--- config.mk ---
export PLATFORM = sky130hd
export DESIGN_NAME = prog_loader_flat
export DESIGN_NICKNAME = d
export VERILOG_FILES = /design/src/rtl/prog_loader_if.sv /design/src/rtl/prog_loader.sv /design/src/flat_wrapper.sv
export SDC_FILE = /design/constraint.sdc
export NUM_CORES = 1
export LEC_CHECK = 0
export BUFFER_PORTS_ARGS = -buffer_cell sky130_fd_sc_hd__buf_2
export CORE_MARGIN = 2
export CORE_UTILIZATION = 60
export CTS_CLUSTER_SIZE = 16
export DETAILED_ROUTE_END_ITERATION = 8
export PLACE_DENSITY = 0.8
export SETUP_SLACK_MARGIN = 0.2
export SLEW_MARGIN = 10
export SYNTH_ARGS = -nofsm -noshare
export SYNTH_HDL_FRONTEND = slang
export SYNTH_SLANG_ARGS = --single-unit
--- constraint.sdc ---
create_clock -name clk -period 3.2 [get_ports clk]
set_input_delay 0.32 -clock clk [delete_from_list [all_inputs] [get_ports clk]]
set_output_delay 0.32 -clock clk [all_outputs]
set_load 0.01 [all_outputs]
--- src/rtl/prog_loader_if.sv ---
// -----------------------------------------------------------------------------
// prog_loader_if
// Groups the byte-stream input, the imem write port and the status flags of
// the boot program loader into one bundle.
//
// Handshake: a byte transfers on every rising clk edge where
// rx_valid && rx_ready is high. The producer holds rx_data stable while
// rx_valid is high. The loader keeps rx_ready high in every state, so every
// valid byte is consumed in the cycle it is offered.
//
// Signals
//   rx_data    [7:0]         byte from the UART receiver
//   rx_valid                 rx_data is valid
//   rx_ready                 loader accepts a byte
//   imem_we                  imem write strobe, one cycle per word
//   imem_addr  [ADDR_W-1:0]  imem word address
//   imem_wdata [15:0]        instruction word {hi, lo}
//   cpu_hold                 1 = keep the CPU in reset
//   load_busy                frame in progress
//   load_done                last frame loaded successfully
//   load_err                 last frame failed
//   dbg_state  [2:0]         current loader FSM state (debug only)
//
// Modports
//   master : the loader (drives rx_ready, imem port and status)
//   slave  : the environment (UART side drives rx_*, observes the rest)
// -----------------------------------------------------------------------------
`timescale 1ns/1ps
interface prog_loader_if #(
    parameter int unsigned ADDR_W = 8
);
    logic [7:0]        rx_data;
    logic              rx_valid;
    logic              rx_ready;
    logic              imem_we;
    logic [ADDR_W-1:0] imem_addr;
    logic [15:0]       imem_wdata;
    logic              cpu_hold;
    logic              load_busy;
    logic              load_done;
    logic              load_err;
    logic [2:0]        dbg_state;

    modport master (
        input  rx_data,
        input  rx_valid,
        output rx_ready,
        output imem_we,
        output imem_addr,
        output imem_wdata,
        output cpu_hold,
        output load_busy,
        output load_done,
        output load_err,
        output dbg_state
    );

    modport slave (
        output rx_data,
        output rx_valid,
        input  rx_ready,
        input  imem_we,
        input  imem_addr,
        input  imem_wdata,
        input  cpu_hold,
        input  load_busy,
        input  load_done,
        input  load_err,
        input  dbg_state
    );
endinterface

--- src/rtl/prog_loader.sv ---
// -----------------------------------------------------------------------------
// prog_loader
// Boot-time program loader placed in front of the CPU instruction memory.
// Receives a framed byte stream:
//     SYNC_BYTE, LEN_H, LEN_L, 2*LEN payload bytes (hi byte first), CSUM
// where CSUM is the XOR of the payload bytes. Byte pairs are packed into
// 16-bit words and written to imem at consecutive addresses starting at 0.
// The CPU is held in reset until a frame with a matching checksum has been
// written completely.
//
// Ports
//   clk   : system clock, rising edge
//   rst   : asynchronous, active-low reset
//   bus   : prog_loader_if.master (byte input, imem write port, status,
//           debug state)
//
// All outputs are registered. Words written by a frame that later fails
// stay in imem; only the status flags tell the failure.
// -----------------------------------------------------------------------------
`timescale 1ns/1ps
module prog_loader #(
    parameter int unsigned ADDR_W    = 8,
    parameter logic [7:0]  SYNC_BYTE = 8'hA5,
    parameter int unsigned TIMEOUT   = 50000
) (
    input  logic          clk,
    input  logic          rst,
    prog_loader_if.master bus
);

    typedef enum logic [2:0] {
        S_IDLE   = 3'd0,
        S_LEN_H  = 3'd1,
        S_LEN_L  = 3'd2,
        S_DATA_H = 3'd3,
        S_DATA_L = 3'd4,
        S_CSUM   = 3'd5,
        S_DONE   = 3'd6,
        S_ERR    = 3'd7
    } state_t;

    localparam int unsigned     TO_W     = $clog2(TIMEOUT + 1);
    localparam logic [TO_W-1:0] TO_LIMIT = TO_W'(TIMEOUT);
    // Number of words imem can hold; 17 bits so ADDR_W up to 16 fits.
    localparam logic [16:0]     CAPACITY = 17'(1) << ADDR_W;

    state_t            state_q, state_d;
    logic [15:0]       len_q, len_d;
    logic [7:0]        hi_q, hi_d;
    logic [7:0]        csum_q, csum_d;
    // One bit wider than any legal length so it can reach len == 2^ADDR_W.
    logic [16:0]       wcnt_q, wcnt_d;
    logic [TO_W-1:0]   to_q, to_d;
    logic              rx_ready_q;
    logic              we_q, we_d;
    logic [ADDR_W-1:0] addr_q, addr_d;
    logic [15:0]       wdata_q, wdata_d;
    logic              hold_q, hold_d;
    logic              busy_q, busy_d;
    logic              done_q, done_d;
    logic              err_q, err_d;

    logic              fire;
    logic              in_frame;
    logic [15:0]       len_full;
    logic [16:0]       wcnt_inc;

    assign fire     = bus.rx_valid && rx_ready_q;
    assign in_frame = (state_q == S_LEN_H) || (state_q == S_LEN_L) ||
                      (state_q == S_DATA_H) || (state_q == S_DATA_L) ||
                      (state_q == S_CSUM);
    assign len_full = {len_q[15:8], bus.rx_data};
    assign wcnt_inc = wcnt_q + 17'd1;

    // -------------------------------------------------------------------------
    // State and datapath registers
    // -------------------------------------------------------------------------
    always_ff @(posedge clk or negedge rst) begin
        if (!rst) begin
            state_q    <= S_IDLE;
            len_q      <= '0;
            hi_q       <= '0;
            csum_q     <= '0;
            wcnt_q     <= '0;
            to_q       <= '0;
            rx_ready_q <= 1'b1;
            we_q       <= 1'b0;
            addr_q     <= '0;
            wdata_q    <= '0;
            hold_q     <= 1'b1;
            busy_q     <= 1'b0;
            done_q     <= 1'b0;
            err_q      <= 1'b0;
        end else begin
            state_q    <= state_d;
            len_q      <= len_d;
            hi_q       <= hi_d;
            csum_q     <= csum_d;
            wcnt_q     <= wcnt_d;
            to_q       <= to_d;
            rx_ready_q <= 1'b1;
            we_q       <= we_d;
            addr_q     <= addr_d;
            wdata_q    <= wdata_d;
            hold_q     <= hold_d;
            busy_q     <= busy_d;
            done_q     <= done_d;
            err_q      <= err_d;
        end
    end

    // -------------------------------------------------------------------------
    // Next-state and output logic
    // -------------------------------------------------------------------------
    always_comb begin
        state_d = state_q;
        len_d   = len_q;
        hi_d    = hi_q;
        csum_d  = csum_q;
        wcnt_d  = wcnt_q;
        to_d    = '0;
        we_d    = 1'b0;
        addr_d  = addr_q;
        wdata_d = wdata_q;
        hold_d  = hold_q;
        busy_d  = busy_q;
        done_d  = done_q;
        err_d   = err_q;

        // Inter-byte timer: only counts while a frame is open, and restarts
        // on every accepted byte.
        if (in_frame && !fire) begin
            to_d = to_q + TO_W'(1);
        end

        if (in_frame && (to_q == TO_LIMIT)) begin
            // Stalled stream wins over a byte arriving in the same cycle.
            state_d = S_ERR;
            busy_d  = 1'b0;
            err_d   = 1'b1;
            hold_d  = 1'b1;
            to_d    = '0;
        end else if (fire) begin
            case (state_q)
                S_IDLE, S_DONE, S_ERR: begin
                    // Non-sync bytes between frames are dropped silently.
                    if (bus.rx_data == SYNC_BYTE) begin
                        state_d = S_LEN_H;
                        done_d  = 1'b0;
                        err_d   = 1'b0;
                        csum_d  = 8'h00;
                        busy_d  = 1'b1;
                        hold_d  = 1'b1;
                    end
                end
                S_LEN_H: begin
                    len_d   = {bus.rx_data, len_q[7:0]};
                    state_d = S_LEN_L;
                end
                S_LEN_L: begin
                    len_d = len_full;
                    if ({1'b0, len_full} > CAPACITY) begin
                        state_d = S_ERR;
                        busy_d  = 1'b0;
                        err_d   = 1'b1;
                        hold_d  = 1'b1;
                    end else if (len_full == 16'd0) begin
                        state_d = S_CSUM;
                    end else begin
                        state_d = S_DATA_H;
                        wcnt_d  = '0;
                    end
                end
                S_DATA_H: begin
                    hi_d    = bus.rx_data;
                    csum_d  = csum_q ^ bus.rx_data;
                    state_d = S_DATA_L;
                end
                S_DATA_L: begin
                    csum_d  = csum_q ^ bus.rx_data;
                    we_d    = 1'b1;
                    addr_d  = wcnt_q[ADDR_W-1:0];
                    wdata_d = {hi_q, bus.rx_data};
                    wcnt_d  = wcnt_inc;
                    state_d = (wcnt_inc == {1'b0, len_q}) ? S_CSUM : S_DATA_H;
                end
                S_CSUM: begin
                    if (bus.rx_data == csum_q) begin
                        state_d = S_DONE;
                        busy_d  = 1'b0;
                        done_d  = 1'b1;
                        hold_d  = 1'b0;
                    end else begin
                        state_d = S_ERR;
                        busy_d  = 1'b0;
                        err_d   = 1'b1;
                        hold_d  = 1'b1;
                    end
                end
                default: begin
                    state_d = S_IDLE;
                end
            endcase
        end
    end

    assign bus.rx_ready   = rx_ready_q;
    assign bus.imem_we    = we_q;
    assign bus.imem_addr  = addr_q;
    assign bus.imem_wdata = wdata_q;
    assign bus.cpu_hold   = hold_q;
    assign bus.load_busy  = busy_q;
    assign bus.load_done  = done_q;
    assign bus.load_err   = err_q;
    assign bus.dbg_state  = state_q;

endmodule
--- src/flat_wrapper.sv ---
// flat-port wrapper written by rule: the top's interface ports become plain ports
module prog_loader_flat 
#(
    parameter int unsigned ADDR_W    = 8,
    parameter logic [7:0]  SYNC_BYTE = 8'hA5,
    parameter int unsigned TIMEOUT   = 50000
)
  (clk, rst, bus_rx_data, bus_rx_valid, bus_rx_ready, bus_imem_we, bus_imem_addr, bus_imem_wdata, bus_cpu_hold, bus_load_busy, bus_load_done, bus_load_err, bus_dbg_state);
  prog_loader_if #(.ADDR_W(ADDR_W)) bus_i ();
  input  logic clk;
  input  logic rst;
  input wire logic [$bits(bus_i.rx_data)-1:0] bus_rx_data;
  input wire logic [$bits(bus_i.rx_valid)-1:0] bus_rx_valid;
  output wire logic [$bits(bus_i.rx_ready)-1:0] bus_rx_ready;
  output wire logic [$bits(bus_i.imem_we)-1:0] bus_imem_we;
  output wire logic [$bits(bus_i.imem_addr)-1:0] bus_imem_addr;
  output wire logic [$bits(bus_i.imem_wdata)-1:0] bus_imem_wdata;
  output wire logic [$bits(bus_i.cpu_hold)-1:0] bus_cpu_hold;
  output wire logic [$bits(bus_i.load_busy)-1:0] bus_load_busy;
  output wire logic [$bits(bus_i.load_done)-1:0] bus_load_done;
  output wire logic [$bits(bus_i.load_err)-1:0] bus_load_err;
  output wire logic [$bits(bus_i.dbg_state)-1:0] bus_dbg_state;
  assign bus_i.rx_data = bus_rx_data;
  assign bus_i.rx_valid = bus_rx_valid;
  assign bus_rx_ready = bus_i.rx_ready;
  assign bus_imem_we = bus_i.imem_we;
  assign bus_imem_addr = bus_i.imem_addr;
  assign bus_imem_wdata = bus_i.imem_wdata;
  assign bus_cpu_hold = bus_i.cpu_hold;
  assign bus_load_busy = bus_i.load_busy;
  assign bus_load_done = bus_i.load_done;
  assign bus_load_err = bus_i.load_err;
  assign bus_dbg_state = bus_i.dbg_state;
  prog_loader #(.ADDR_W(ADDR_W), .SYNC_BYTE(SYNC_BYTE), .TIMEOUT(TIMEOUT)) u_core (.clk(clk), .rst(rst), .bus(bus_i));
endmodule
# Word level (Yosys, flattened, before mapping)
# Index checks and enable logic that the tools add are counted.
# totals
output_inout_bits	33
in_bits	11
wordCells	101
n_memories	0
regBits	97
latchBits	0
rom_bits	0
mem_bits_rw	0
# op_classes
n_mul	0
n_div	0
shift	0
n_addsub	2
bitwise_logic	4
order_cmp	1
n_eq_ne	18
mux	36
reduce_logical	26
# op_table
cell	n
$mux 17	2
$pmux 17 s2	1
$mux 16	2
$pmux 16 s2	1
$mux 3	6
$pmux 3 s6	1
$add 17x1->17 const B	1
$eq 17x16->1	1
$mux 1	17
$add 16x1->16 const B	1
$eq 16x16->1 const B	1
$gt 16x9->1 const B	1
$logic_not 16->1	1
$pmux 8 s2	1
$reduce_and 4->1	4
$reduce_and 5->1	3
$eq 3x3->1 const B	4
$pmux 1 s3	3
$eq 8x8->1	1
$eq 8x8->1 const B	1
$mux 8	1
$reduce_bool 2->1	4
$xor 8x8->8	1
$eq 3x2->1 const B	2
16 further kinds	26

# Longest topological paths before layout
# depth
depth_word	8
ltp_mapped	10

# Least setup slack after synthesis
# OpenSTA, ideal clock, no wires.
# synth_timing
path_type	register to register
from	register u_core.wcnt_q[0]
to	register u_core.state_q[1] (netlist: u_core.bus.dbg_state[1])
path_stages_with_launch	10
setup_slack_ns	0.355
required_time_ns	3.074
arrival_ns	2.719
period_less_slack_ns	2.845
setup_ns	0.126
cell_sequence	dfrtp_1 -> ha_1 -> buf_2 -> nand3_4 -> nor4_1 -> mux2_2 -> a2111oi_2 -> nand4_1 -> a2111o_1 -> a311o_1
# synth_via
elab_chain_len	6
# synth_rtl
item	line	text
from (decl)	prog_loader.sv:52	logic [16:0] wcnt_q, wcnt_d;
from (signal assigned)	prog_loader.sv:99	wcnt_q <= wcnt_d;
$add 17x1->17	prog_loader.sv:73	assign wcnt_inc = wcnt_q + 17'd1;
$eq 17x16->1	prog_loader.sv:185	state_d = (wcnt_inc == {1'b0, len_q}) ? S_CSUM : S_DATA_H;
$mux 3	prog_loader.sv:185	
$pmux 3 s6	prog_loader.sv:144	case (state_q)
$mux 3	prog_loader.sv:143	end else if (fire) begin
$mux 3	prog_loader.sv:136	if (in_frame && (to_q == TO_LIMIT)) begin
to (signal assigned)	prog_loader.sv:95	state_q <= state_d;
to (decl)	prog_loader.sv:47	state_t state_q, state_d;
# No other way between the ends. The select of a mux whose other input is x is not followed.
# A chain may end at the register's enable or synchronous reset.

# Worst setup path after layout
# layout_timing
from	register u_core.wcnt_q[1]
to	register u_core.state_q[1] (netlist: u_core.bus.dbg_state[1])
# The elaborated chain is that of the path after synthesis.

==> parameters.txt <==
Parameter                              Value

STA
  Final worst clock skew    0.0187 ns
  Min Hold Slack    around 0.27 ns
  Number of endpoints with negative hold slack in the final report    0
  Fmax    355 MHz
  Share of the cycle needed by the critical path after routing    88.1%
  Setup repair after global routing missed its margin    false
  Final setup violation count    0
  Final critical-path required period    roughly 2.8 ns
  Relative slew slack    58.9%
  Transition time of the tightest slew-check pin    0.617 ns
  Accumulated negative setup slack    0 ns
  Final slew viol count    0

GRT
  Largest net degree at the start of global routing    50
  Global Route Usage Sum    26.4%
  First-pass GRT wire length    19,100 microns
  Number of global-route vias before repair    between 4,000 and 5,000
  GR Overflow Total    0
  Antenna violations before repair    0

Clocking
  CTS HTree Levels    3
  Clock slew at the register clock pins of the worst setup and hold paths    0.10 ns
  Buffers from clock root to sink, at most    2
  Clock tree from TritonCTS    yes
  Clock latency on the worst-skew pair    roughly 0.36 ns
  Sink count of the clock tree    97
  Master cell of the clock root buffer    sky130_fd_sc_hd__clkbuf_8
  Cts bufs inserted    9

Final layout
  Final layout net count    597
  Post-Layout Inst Area    between 5000 and 6000 sq um
  Register Area    2430 sq um
  Number of antenna diodes    0
  Total area of multi-input combinational cells    between 2000 and 2500 sq um
  Leading cell types in the layout, fill and taps excluded    sky130_fd_sc_hd__nand2_1 (121), sky130_fd_sc_hd__dfrtp_1 (96), sky130_fd_sc_hd__nor2_1 (45)
  Post-synthesis to final-layout area growth    8.30%
  Non-Filler Instances    693
  Fraction of layout cells with a size suffix above 1    18.2%
  Fillers    651
  Most common cell after layout, fill and taps aside    sky130_fd_sc_hd__nand2_1

Pwr
  VDD IR max    around 460 uV
  Power density over the cells    730 nW/um^2
  Leakage    roughly 2.5 nW

Floorplan
  # IOs    44
  Die H    96.5 microns
  Starting density of the core    ~62%
  Core Area    8260 sq um
  Die area    between 9000 and 10,000 sq um
  Row Count    33
  Width of the chip    96.5 microns

Routing
  First-iteration detailed-routing DRC count    276
  Total vias in the final route    4,124
  Vias per cell    about 6.0
  DRT Wirelength    11,300 microns
  Number of detailed-routing iterations run before antenna repair    5
  DRC violation count after routing    0
  Average wire per cell in the routed design    16.3 microns
  Antenna Violating Nets Remaining    0

Synthesis
  Basic-gate share of the synthesized area counting and, or, nand and nor cells    24.6%
  Dominant combinational cell family by area after synthesis    simple AND/OR/NAND/NOR gates
  Multiplexer fraction of the synthesized cell area    4.14%
  Syn Inst Count    approximately 560
  Synth Area in Compound Gates    between 10 and 15%
  Cell types with the largest area share after synthesis    sky130_fd_sc_hd__dfrtp_1 (47%), sky130_fd_sc_hd__nand2_1 (8.8%), sky130_fd_sc_hd__xnor2_1 (4.4%), sky130_fd_sc_hd__mux2_2 (3.9%), sky130_fd_sc_hd__o21ai_0 (3.9%)
  Adder-cell share of the synthesized area    0.730%
  Sequential share of the synthesized area    47.3%
  Average size of a mapped cell    9.24 sq um
  Count of synthesis-stage warnings from yosys    0
  Most area-hungry cell type in the Yosys netlist    sky130_fd_sc_hd__dfrtp_1
  Unique cell type count in the Yosys netlist    70
  Share of the synthesized netlist area taken by xor and xnor gates    7.50%
  Synth Net Count    570
  Number of synthesized flops with an enable pin    0
  Post-synth top flop    sky130_fd_sc_hd__dfrtp_1
  Total standard cell area after synthesis    5140 sq um
  Number of flip-flops and latches in the synthesized netlist    just under 100
  Async set-reset flop share out of synthesis    100%
  Area share of the largest cell type after synthesis    46.7%

Worst setup path
  Critical path peak fanout    8
  Element type at the critical path end    flop
  Critical Path Source Type    flop
  Crit Path Class    flop to flop
  Required arrival time at the worst endpoint    3.44 ns
  Endpoint arrival time on the critical path    3.06 ns

Place
  RePlAce Congestion    roughly 0.96
  Detailed Place HPWL    7780 microns
  Cells after DPL    676
  Port-buffer cells    42
  Placed Area    5340 sq um

Job
  Max Cap Violations    0

Min path
  Worst min path class    primary input to flop

Status
  Outcome    finished, final reports clean
[cell usage after synthesis, drive strengths merged, types with 7 or more instances]
| cell | count |
|---|---|
| nand2 | 124 |
| mux2 | 18 |
| clkbuf | 16 |
| xor2 | 18 |
| nand3 | 27 |
| nor2 | 46 |
| buf | 18 |
| inv | 8 |
| nand2b | 9 |
| xnor2 | 26 |
| a21oi | 10 |
| nor3 | 9 |
| o31ai | 12 |
| dfrtp | 96 |
| o21ai | 43 |
| or3 | 7 |
| nand4 | 9 |
[stage by stage]
step	power, W	setup slack [ns]	utilization [%]
CTS	0.00406	0.225	67.2
global route	0.00435	0.250	67.4
finish	0.00406	0.380	67.4
global placement	0.00316	0.287	64.6
detailed placement	0.00324	0.148	64.6
floorplan	0.00282	0.355	-
[power by group]
part / total, W / internal, W / switching [W]
Combinational: 0.00133 / 0.000601 / 0.000733
Sequential: 0.00191 / 0.00158 / 0.000330
Clock: 0.000818 / 0.000374 / 0.000445
Total: 0.00406 / 0.00256 / 0.00151
[what timing repair did]
item,CTS,global route
endpoints found under the hold margin,18,0
gates resized for setup,1,2
endpoints found under the setup margin,1,1
gates cloned,0,0
buffers inserted,0,0
pin swaps,0,0
hold buffers,1,0
[per-layer routing]
| metal | GRT usage [%] | share of wire, % | routed length [microns] | up-vias |
|---|---|---|---|---|
| li1 | - | - | - | 1948 |
| met5 | 0 | 0 | 0 | - |
| met3 | 5.51 | 4.5 | 515 | 18 |
| met1 | 35.0 | 44 | 4980 | 2042 |
| met4 | 8.45 | 1.8 | 206 | 0 |
| met2 | 43.6 | 50 | 5620 | 116 |
[sequential cells by signal, indices dropped and copies added, names as in the netlist]
signal and count:
u_core.wcnt_q 17, u_core.bus.imem_wdata 16, u_core.len_q 16, u_core.to_q 16, u_core.bus.imem_addr 8, u_core.csum_q 8
u_core.hi_q 8, u_core.bus.dbg_state 3, u_core.bus.cpu_hold 1, u_core.bus.imem_we 1, u_core.bus.load_busy 1, u_core.bus.load_done 1
u_core.bus.load_err 1
[worst max-delay path, stage by stage (launching register included)]
cell                        delay [ns]
sky130_fd_sc_hd__dfrtp_1          0.48
sky130_fd_sc_hd__ha_4             0.23
sky130_fd_sc_hd__nand3_4          0.13
sky130_fd_sc_hd__nor4_2           0.31
sky130_fd_sc_hd__mux2_2           0.39
sky130_fd_sc_hd__a2111oi_2        0.29
sky130_fd_sc_hd__nand4_1          0.13
sky130_fd_sc_hd__a2111o_1         0.39
sky130_fd_sc_hd__a311o_1          0.36
[final cells by class]
class                           count  area share (%)
Timing Repair Buffer               50            4.95
Sequential cell                    97            43.6
Clock buffer                       10            2.29
Multi-Input combinational cell    417            44.9
Inverter                            8           0.540
Tap cell                          105            2.36
Clock inverter                      6            1.30
[cell families after synthesis]
family / count (synthesis)
adders and majority gates: 3
muxes: 19
DFF: 97
buffers and inverters: 42
AOI/OAI and AO/OA: 88
and+or+nand+nor: 262
xor gates and xnor gates: 44
other: 1
[final timing paths]
path,to,from,slack [ns],cells past startpoint
hold reg to reg,u_core.bus.imem_wdata[12]$_DFFE_PN0P_,u_core.hi_q[4]$_DFFE_PN0P_,0.48,2
max in group asynchronous,u_core.len_q[8]$_DFFE_PN0P_,rst,1.88,3
hold / removal,u_core.bus.imem_wdata[1]$_DFFE_PN0P_,bus_rx_data[1],0.27,3
setup / recovery,u_core.bus.dbg_state[1]$_DFFE_PN0P_,u_core.wcnt_q[1]$_DFFE_PN0P_,0.38,8
setup reg to reg,u_core.bus.dbg_state[1]$_DFFE_PN0P_,u_core.wcnt_q[1]$_DFFE_PN0P_,0.38,8
min in group asynchronous,u_core.bus.imem_addr[6]$_DFFE_PN0P_,rst,0.51,2
(Power assumes the default switching activity.)
